$ cat src/rtl/pipe_pkg.sv
// pipe_pkg: constants shared across the five-stage pipeline.
//   md_state_t       multiply/divide tracker state encoding
//   REG_ZERO         architectural $zero register number
//   MUL_LAT_DEFAULT  multiply latency, shared with the ALU mult/div block
//   DIV_LAT_DEFAULT  divide latency, shared with the ALU mult/div block
package pipe_pkg;

    typedef enum logic {
        MD_IDLE = 1'b0,
        MD_BUSY = 1'b1
    } md_state_t;

    localparam logic [4:0] REG_ZERO        = 5'd0;
    localparam int         MUL_LAT_DEFAULT = 4;
    localparam int         DIV_LAT_DEFAULT = 32;

endpackage

$ cat src/rtl/md_latency_counter.sv
// md_latency_counter: tracks an in-flight multiply/divide and reports when
// HI/LO is still pending.
//   clk     core clock
//   rst     synchronous active-low reset
//   start   mult/div issuing from EX this cycle
//   is_div  1 = divide, 0 = multiply
//   busy    HI/LO result pending (registered state)
//
// state   | meaning
// --------+---------------------------------------------------
// MD_IDLE | no operation in flight, HI/LO valid
// MD_BUSY | operation in flight, counter holds cycles remaining
module md_latency_counter
    import pipe_pkg::*;
#(
    parameter int MUL_LAT = MUL_LAT_DEFAULT,
    parameter int DIV_LAT = DIV_LAT_DEFAULT,
    parameter int CNT_W   = 6
) (
    input  logic clk,
    input  logic rst,
    input  logic start,
    input  logic is_div,
    output logic busy
);

    localparam logic [CNT_W-1:0] MUL_LOAD = CNT_W'(MUL_LAT - 1);
    localparam logic [CNT_W-1:0] DIV_LOAD = CNT_W'(DIV_LAT - 1);
    localparam logic [CNT_W-1:0] CNT_ONE  = CNT_W'(1);

    md_state_t        state_q, state_d;
    logic [CNT_W-1:0] cnt_q, cnt_d;

    always_ff @(posedge clk) begin
        if (!rst) begin
            state_q <= MD_IDLE;
            cnt_q   <= '0;
        end else begin
            state_q <= state_d;
            cnt_q   <= cnt_d;
        end
    end

    // A start while already busy is a protocol violation upstream; the
    // newest operation wins and the counter simply reloads.
    always_comb begin
        state_d = state_q;
        cnt_d   = cnt_q;
        if (start) begin
            state_d = MD_BUSY;
            cnt_d   = is_div ? DIV_LOAD : MUL_LOAD;
        end else if (state_q == MD_BUSY) begin
            cnt_d = cnt_q - CNT_ONE;
            if (cnt_q == CNT_ONE) begin
                state_d = MD_IDLE;
            end
        end
    end

    always_comb begin
        busy = (state_q == MD_BUSY);
    end

endmodule

$ cat src/rtl/hazard_stall_unit.sv
// hazard_stall_unit: stall/flush controller for the five-stage core. Covers
// the hazards forwarding cannot: load-use, pending HI/LO, taken branches.
//   clk, rst                 core clock, synchronous active-low reset
//   rs_ID, rt_ID             source registers of the ID instruction
//   use_rs_ID, use_rt_ID     ID instruction actually reads rs / rt
//   md_use_ID                ID instruction touches HI/LO
//   rt_EX, MemRead_EX        load destination / load flag in EX
//   branch_taken_EX          taken branch/jump resolved in EX
//   md_start_EX, md_is_div_EX mult/div issue from EX and its kind
//   pc_write, IF_ID_write    front-end enables (combinational)
//   IF_ID_flush, ID_EX_bubble flush / bubble controls (combinational)
//   md_busy                  HI/LO pending (registered)
//   stall_cycles             saturating stalled-cycle count (registered)
module hazard_stall_unit
    import pipe_pkg::*;
#(
    parameter int MUL_LAT = MUL_LAT_DEFAULT,
    parameter int DIV_LAT = DIV_LAT_DEFAULT,
    parameter int CNT_W   = 6
) (
    input  logic        clk,
    input  logic        rst,
    input  logic [4:0]  rs_ID,
    input  logic [4:0]  rt_ID,
    input  logic        use_rs_ID,
    input  logic        use_rt_ID,
    input  logic        md_use_ID,
    input  logic [4:0]  rt_EX,
    input  logic        MemRead_EX,
    input  logic        branch_taken_EX,
    input  logic        md_start_EX,
    input  logic        md_is_div_EX,
    output logic        pc_write,
    output logic        IF_ID_write,
    output logic        IF_ID_flush,
    output logic        ID_EX_bubble,
    output logic        md_busy,
    output logic [15:0] stall_cycles
);

    logic load_use;
    logic md_stall;

    md_latency_counter #(
        .MUL_LAT (MUL_LAT),
        .DIV_LAT (DIV_LAT),
        .CNT_W   (CNT_W)
    ) u_md_cnt (
        .clk    (clk),
        .rst    (rst),
        .start  (md_start_EX),
        .is_div (md_is_div_EX),
        .busy   (md_busy)
    );

    // Loads into $zero never create a real dependency.
    always_comb begin
        load_use = MemRead_EX && (rt_EX != REG_ZERO) &&
                   ((use_rs_ID && (rs_ID == rt_EX)) ||
                    (use_rt_ID && (rt_ID == rt_EX)));
        md_stall = md_busy && md_use_ID;
    end

    // A taken branch discards the ID instruction, so any stall it would
    // have caused is moot; the flush takes precedence.
    always_comb begin
        pc_write     = 1'b1;
        IF_ID_write  = 1'b1;
        IF_ID_flush  = 1'b0;
        ID_EX_bubble = 1'b0;
        if (rst) begin
            if (branch_taken_EX) begin
                IF_ID_flush  = 1'b1;
                ID_EX_bubble = 1'b1;
            end else if (load_use || md_stall) begin
                pc_write     = 1'b0;
                IF_ID_write  = 1'b0;
                ID_EX_bubble = 1'b1;
            end
        end
    end

    always_ff @(posedge clk) begin
        if (!rst) begin
            stall_cycles <= '0;
        end else if (!pc_write && (stall_cycles != 16'hFFFF)) begin
            stall_cycles <= stall_cycles + 16'd1;
        end
    end

endmodule

$ cat config.mk
export PLATFORM = sky130hd
export DESIGN_NAME = hazard_stall_unit
export DESIGN_NICKNAME = d
export VERILOG_FILES = /design/src/rtl/pipe_pkg.sv /design/src/rtl/md_latency_counter.sv /design/src/rtl/hazard_stall_unit.sv
export SDC_FILE = /design/constraint.sdc
export NUM_CORES = 1
export LEC_CHECK = 0
export ABC_AREA = 1
export CORE_MARGIN = 2
export CORE_UTILIZATION = 45
export CTS_CLUSTER_SIZE = 20
export DETAILED_ROUTE_END_ITERATION = 10
export GPL_TIMING_DRIVEN = 0
export PLACE_DENSITY = 0.85
export SETUP_SLACK_MARGIN = 0.1
export SLEW_MARGIN = 15
export SYNTH_ARGS = -nofsm -noshare
export SYNTH_HDL_FRONTEND = slang
export SYNTH_HIERARCHICAL = 1
export SYNTH_SLANG_ARGS = --single-unit
$ cat constraint.sdc
create_clock -name clk -period 1.3 [get_ports clk]
set_input_delay 0.26 -clock clk [delete_from_list [all_inputs] [get_ports clk]]
set_output_delay 0.26 -clock clk [all_outputs]
set_load 0.01 [all_outputs]
==> flow_summary.yaml, run 1 <==
status:
  run_status: "finished, violations left"
  failed_checks: "setup timing"
yosys:
  synth_adder_area_share_pct: 2.078
  avgSynthCellArea_um2: 5.594
  synth_compound_gate_area_share_pct: 3.186
  synth-edff-count: 0
  ys_seq_area_share_pct: 25.48
  synthFlopType: "dfxtp_1"
  synthesis.nets: 350
  syn_area_mm2: 0.001807
  synth_cell_types: 24
  ys_async_sr_fraction_pct: 0
  syn_inst: 323
  ys_ff_latch: 23
  synth_top_family_by_area: "simple AND/OR/NAND/NOR gates"
  synth_xor_area_share_pct: 0.9695
  yosysWarnings: 6
  synth.area.mux_share_pct: 0
  yosys.area_share.simple_pct: 49.58
cells_and_area:
  diodes: 0
  drive_gt1_share_pct: 35.23
  nets: 414
  final_common_cell: "nand2_1"
  syn_to_final_growth_pct: 51.66
  fillCellCount: 317
  layout_common_cells: "nand2_1, inv_1, nor2_1"
timing:
  setup_viol: 19
  slew-limit-headroom_pct: 79.70
  skew_ns: 0.002551
  worst_slew_pin_slew_ns: 0.3028
  fmax_mhz: 642.7
  fin_setup_tns_ns: -3.329
  rsz0062_at_grt: "yes"
  period_share_pct: 119.7
  setup_slack_ns: -0.2559
  hold_viol_final: 0
  fin_crit_ns: 1.556
  drv_slew: 0
  whs_ns: 0.2577
setup_path:
  cp_cell_sequence: "buf_8 -> inv_4 -> nand2_2 -> nand2_1 -> nor2_1 -> nand3_1 -> nand2_1 -> nand2_2 -> nand2_4 -> buf_8 -> nand2_4 -> buf_6 -> buf_6"
  crit_cells: 13
  worstRegToRegCells: 9
  end_kind: "output pin"
  arrival_ns: 1.30
  timing.critical_path.fanout_max: 4
  reg2reg_to: "stall_cycles[9]"
  critPathLaunch: "rt_EX[4]"
  crit_buf_inv: 5
  r2r_slack_ns: -0.22
  critical_path.slowest_cell: "nor2_1"
  start_kind: "input port"
  r2r-start: "stall_cycles[1]"
  cp.required_ns: 1.04
  worstSetupEndpoint: "pc_write"
  critPathMaxStageDelay_ns: 0.13
  critical_path_class: "input port to output pin"
  critical_path.top_delay_family: "simple AND/OR/NAND/NOR gates"
clocking:
  cts_root_buffer: "clkbuf_8"
  clkSlewWorstSetupHoldPaths_ns: 0.09
  tritoncts: "yes"
  postCtsHoldBufs: 0
  cts_buffers: 3
  clock_latency_ns: 0.27
  htree_levels: 1
  clockBufferDepth: 2
  cts_sinks: 23
die:
  design.die.area_mm2: 0.004538
  core_region_area_mm2: 0.003943
  dieHeight_um: 67.37
  initial_core_util_pct: 45.83
  rows: 23
  ios: 45
  die_width_um: 67.37
grt:
  grt.total_usage_pct: 22.93
  gr-total-overflow: 0
  grt_start_max_net_pins: 15
  antenna_found_initial: 0
  grt_pass1_vias: 2013
  grt_pass1_wl_mm: 8.224
route:
  dr.pass1.iters: 5
  drc_errors: 0
  wire_per_inst_um: 11.73
  avgViaCountPerCell: 4.995
  drt_iter0_drc: 120
  ant_nets: 0
  drt_wl_total_mm: 5.116
  dr_total_vias: 2178
placed_design:
  dp_hpwl_mm: 3.315
  routabilityCongestion: 0.9156
  portBuffers: 44
power:
  p_int_mw: 1.136
  power_frac_seq_pct: 45.0
  p_leak_nw: 1.354
  power.density_mw_per_mm2: 603.2
  p_sw_share_pct: 31.28
  clkPwrFrac_pct: 28.6
  p_sw_uw: 517.1
  ir_drop_mv: 0.6536
  combPwrFrac_pct: 26.4
worst_hold_path:
  hold_path_class: "input port to flip-flop"
  min_path_cells: 3
job:
  maxCapViolCount: 0
-- metrics by stage --
stage / utilization [%] / area [µm²] / power [mW] / setup slack [ns] / instances
finish: 69.50 / 2740 / 1.653 / -0.2559 / 436
global route: 69.50 / 2740 / 1.739 / -0.3441 / 436
CTS: 65.98 / 2601 / 1.631 / -0.2420 / 433
detailed placement: 61.60 / 2429 / 1.155 / -1.215 / 417
global placement: 61.60 / 2429 / 1.146 / -1.209 / 417
floorplan: - / 1926 / 0.9931 / -0.03703 / 323
-- worst register-to-register path, stage by stage (launching register included) --
cell and delay (ns):
dfxtp_4 0.38, ha_4 0.15, nand2_4 0.06, nor2_4 0.09, nand4_1 0.24, inv_4 0.24
nor2_4 0.05, nand4_1 0.10, nand2_1 0.06, nor2_1 0.08
-- per-layer routing --
layer  wire length [µm]  vias to the layer above  global-route usage [%]  part of all wire [%]
met5                  0                        -                       0                     0
met4                 66                        0                   7.398                   1.3
met3                227                        6                   3.500                   4.4
met2               2605                       79                   42.70                    51
met1               2217                      995                   26.61                    43
li1                   -                     1098                       -                     -
-- layout make-up --
type                    count  area, µm²  area share, %
multi-input cells         218       1226          44.75
clock inverters             1      7.507         0.2740
flip-flops and latches     23      489.2          17.85
inverters                  73      311.5          11.37
well taps                  50      62.56          2.283
plain buffers               9      91.34          3.333
repair buffers             59      510.5          18.63
clock buffers               3      41.29          1.507
-- cells in the mapped netlist, types with 3 or more instances --
master,number,area share [%]
dfxtp_1,23,25
nand3_1,24,6.6
o21ai_0,3,0.83
nand4_1,19,6.6
inv_1,69,14
nor2_1,46,9.6
nor2_2,8,2.8
ha_1,3,2.1
buf_2,3,0.83
nand2_2,4,1.4
a21oi_1,7,1.9
buf_4,3,1.2
inv_2,3,0.62
nand2_1,96,20
-- worst min-delay path by stage --
stage	from	slack, ns	to
final	rst	0.26	u_md_cnt/busy
after global routing	rst	0.30	u_md_cnt/busy
after CTS	rst	0.26	u_md_cnt/busy
after detailed placement	u_md_cnt/cnt_q[0]	0.49	u_md_cnt/cnt_q[0]
after global placement	u_md_cnt/cnt_q[0]	0.49	u_md_cnt/cnt_q[0]
after floorplan	rst	0.39	u_md_cnt/busy
-- power by group through the flow --
| stage | clock network [mW] | registers, mW | logic [mW] |
|---|---|---|---|
| 6_report | 0.473 | 0.744 | 0.436 |
| 5_1_grt | 0.508 | 0.748 | 0.483 |
| 4_1_cts | 0.481 | 0.745 | 0.405 |
| 3_5_place_dp | 0 | 0.764 | 0.391 |
| 3_3_place_gp | 0 | 0.764 | 0.383 |
| 2_1_floorplan | 0 | 0.763 | 0.230 |
-- repair_timing --
item                       CTS  global route
setup endpoints to repair   37            37
pin swaps                   54            28
buffers inserted            12             3
gates resized for setup    148            48
-- registers in the layout, summed over array words and instances, names as in the netlist --
signal          cells
u_md_cnt/busy       1
u_md_cnt/cnt_q      6
stall_cycles       16
-- logic make-up after synthesis --
family                     after synthesis
buffers and inverters                   82
and+or+nand+nor                        202
xor gates and xnor gates                 2
DFF                                     23
AOI/OAI and AO/OA                       11
adders and majority gates                3
Power figures use the tool's default switching activity.
==> inputs of run 2 (changes only) <==
--- a/config.mk
+++ b/config.mk
@@ -6,6 +6,7 @@
 export NUM_CORES = 1
 export LEC_CHECK = 0
 export ABC_AREA = 1
+export ABC_CLOCK_PERIOD_IN_PS = 1300
 export CORE_MARGIN = 2
 export CORE_UTILIZATION = 45
 export CTS_CLUSTER_SIZE = 20
==> results of run 2 <==
No change in the layout: final DEF, timing and power equal those of run 1.
==> inputs of run 3 (changes only) <==
--- a/config.mk
+++ b/config.mk
@@ -7,7 +7,7 @@
 export LEC_CHECK = 0
 export ABC_AREA = 1
 export ABC_CLOCK_PERIOD_IN_PS = 1300
-export CORE_MARGIN = 2
+export CORE_MARGIN = 8
 export CORE_UTILIZATION = 45
 export CTS_CLUSTER_SIZE = 20
 export DETAILED_ROUTE_END_ITERATION = 10
==> run 3 against run 2 <==
Against the previous run:
- the run still ends with setup timing left
- clock skew up 0.0089 ns
- combinational power down 2%
- core utilization down 1.5 points
- critical path type unchanged
==> flow_summary.yaml, run 3 (synthesis results as in run 1) <==
power:
  p_sw_share_pct: 29.57
  clkPwrFrac_pct: 27.8
  p_int_mw: 1.137
  p_sw_uw: 477.4
  p_total_mw: 1.615
  power.density_mw_per_mm2: 601.9
  power_frac_seq_pct: 45.8
  combPwrFrac_pct: 26.4
  p_leak_nw: 1.364
  ir_drop_mv: 0.4592
timing:
  setup_slack_ns: -0.2398
  whs_ns: 0.2731
  skew_ns: 0.01149
  fin_crit_ns: 1.540
  rsz0062_at_grt: "yes"
  slew-limit-headroom_pct: 81.53
  fmax_mhz: 649.4
  hold_viol_final: 0
  worst_slew_pin_slew_ns: 0.2760
  fin_setup_tns_ns: -2.908
  drv_slew: 0
  setup_viol: 19
  period_share_pct: 118.4
setup_path:
  crit_buf_inv: 5
  critical_path_class: "input port to output pin"
  cp.required_ns: 1.04
  critical_path.top_delay_family: "simple AND/OR/NAND/NOR gates"
  r2r_slack_ns: -0.19
  arrival_ns: 1.28
  end_kind: "output pin"
  start_kind: "input port"
  cp_cell_sequence: "buf_6 -> inv_8 -> nand2_2 -> nand2_1 -> nor2_1 -> nand3_1 -> nand2_1 -> nand2_2 -> nand2_4 -> buf_8 -> nand2_4 -> buf_6 -> buf_6"
  critical_path.slowest_cell: "nor2_1"
  critPathMaxStageDelay_ns: 0.12
  crit_top_cell: "buf_6"
  timing.critical_path.fanout_max: 4
placed_design:
  post-place-ws_ns: -1.253
  portBuffers: 44
  routabilityCongestion: 0.8576
  dpl_cell_area_mm2: 0.002429
  dp_cells: 417
  dp_hpwl_mm: 3.635
route:
  wl_met1_mm: 2.033
  routed.top_layer: "met4"
  wire_per_inst_um: 11.71
  dr.pass1.iters: 6
  dr_total_vias: 2126
  avgViaCountPerCell: 4.887
  met3_wirelength_um: 307
  ant_nets: 0
  drt_iter0_drc: 116
  drt_wl_total_mm: 5.096
  drc_errors: 0
  met2WireLength_mm: 2.647
die:
  rows: 23
  initial_core_util_pct: 45.83
  dieHeight_um: 79.37
  core_region_area_mm2: 0.003943
  design.die.area_mm2: 0.006299
  die_width_um: 79.37
  ios: 45
cells_and_area:
  multi_input_area_mm2: 0.001147
  final_cell_count_no_fill: 435
  drive_gt1_share_pct: 30.65
  register_area_um2: 495.5
  final_core_util_pct: 68.04
  layout_common_cells: "nand2_1, inv_1, nor2_1"
  top_register: "stall_cycles"
  fin_area_mm2: 0.002683
  nets: 413
  final_common_cell: "nand2_1"
  syn_to_final_growth_pct: 48.48
  diodes: 0
  fillCellCount: 317
  largest_reg_flops: 16
grt:
  grt.total_usage_pct: 16.83
  grt_pass1_vias: 2155
  gr-total-overflow: 0
  antenna_found_initial: 0
  grt_start_max_net_pins: 13
  grt_pass1_wl_mm: 8.901
clocking:
  clock_latency_ns: 0.27
  htree_levels: 1
  postCtsHoldBufs: 0
  cts_sinks: 23
  cts_buffers: 3
  tritoncts: "yes"
  cts_root_buffer: "clkbuf_8"
  clockBufferDepth: 2
  clkSlewWorstSetupHoldPaths_ns: 0.08
worst_hold_path:
  hold_path_class: "input port to flip-flop"
status:
  run_status: "finished, violations left"
  failed_checks: "setup timing"
job:
  maxCapViolCount: 0
[run 3: cell type report]
class                      instances  share of cell area [%]
sequential                        23                   18.47
multi-input combinational        218                   42.77
timing repair buffer              58                   19.78
buffer                             9                   3.405
clock buffer                       4                   1.679
tap                               50                   2.332
inverter                          73                   11.57
[run 3: repair_timing]
action                     in CTS  in global routing
pin swaps                      55                 18
setup buffers                  12                  2
gates cloned                    0                  0
resized for setup             149                 34
hold endpoints to repair        0                  0
setup endpoints to repair      37                 37
[run 3: worst register-to-register path, stage by stage, from the launching register on]
cell and delay, ns:
dfxtp_4 0.37, ha_4 0.17, nand2_4 0.07, nor2_4 0.04, nand4_1 0.20, clkinv_2 0.18, nor2_2 0.13, nand3_1 0.08
nand2_1 0.07, inv_1 0.04, nor2_1 0.08
[run 3: power by group through the flow]
| stage | sequential [mW] | combinational (mW) | clock (mW) |
|---|---|---|---|
| detailed placement | 0.764 | 0.393 | 0 |
| global placement | 0.763 | 0.384 | 0 |
| finish | 0.739 | 0.426 | 0.449 |
| floorplan | 0.763 | 0.230 | 0 |
| CTS | 0.745 | 0.405 | 0.464 |
| global route | 0.743 | 0.479 | 0.491 |
[run 3: layer usage]
| layer | GRT usage, % | up-vias |
|---|---|---|
| met5 | 0 | - |
| met4 | 7.037 | 0 |
| met2 | 31.47 | 71 |
| li1 | - | 1099 |
| met3 | 3.047 | 12 |
| met1 | 17.94 | 944 |
[run 3: path summary, 6_finish.rpt]
kind,start,endpoint,depth (start not counted)
setup / recovery,rs_ID[2],pc_write,13
hold / removal,rst,u_md_cnt/busy,3
setup reg to reg,stall_cycles[0],stall_cycles[8],10
hold reg to reg,u_md_cnt/cnt_q[0],u_md_cnt/cnt_q[0],1
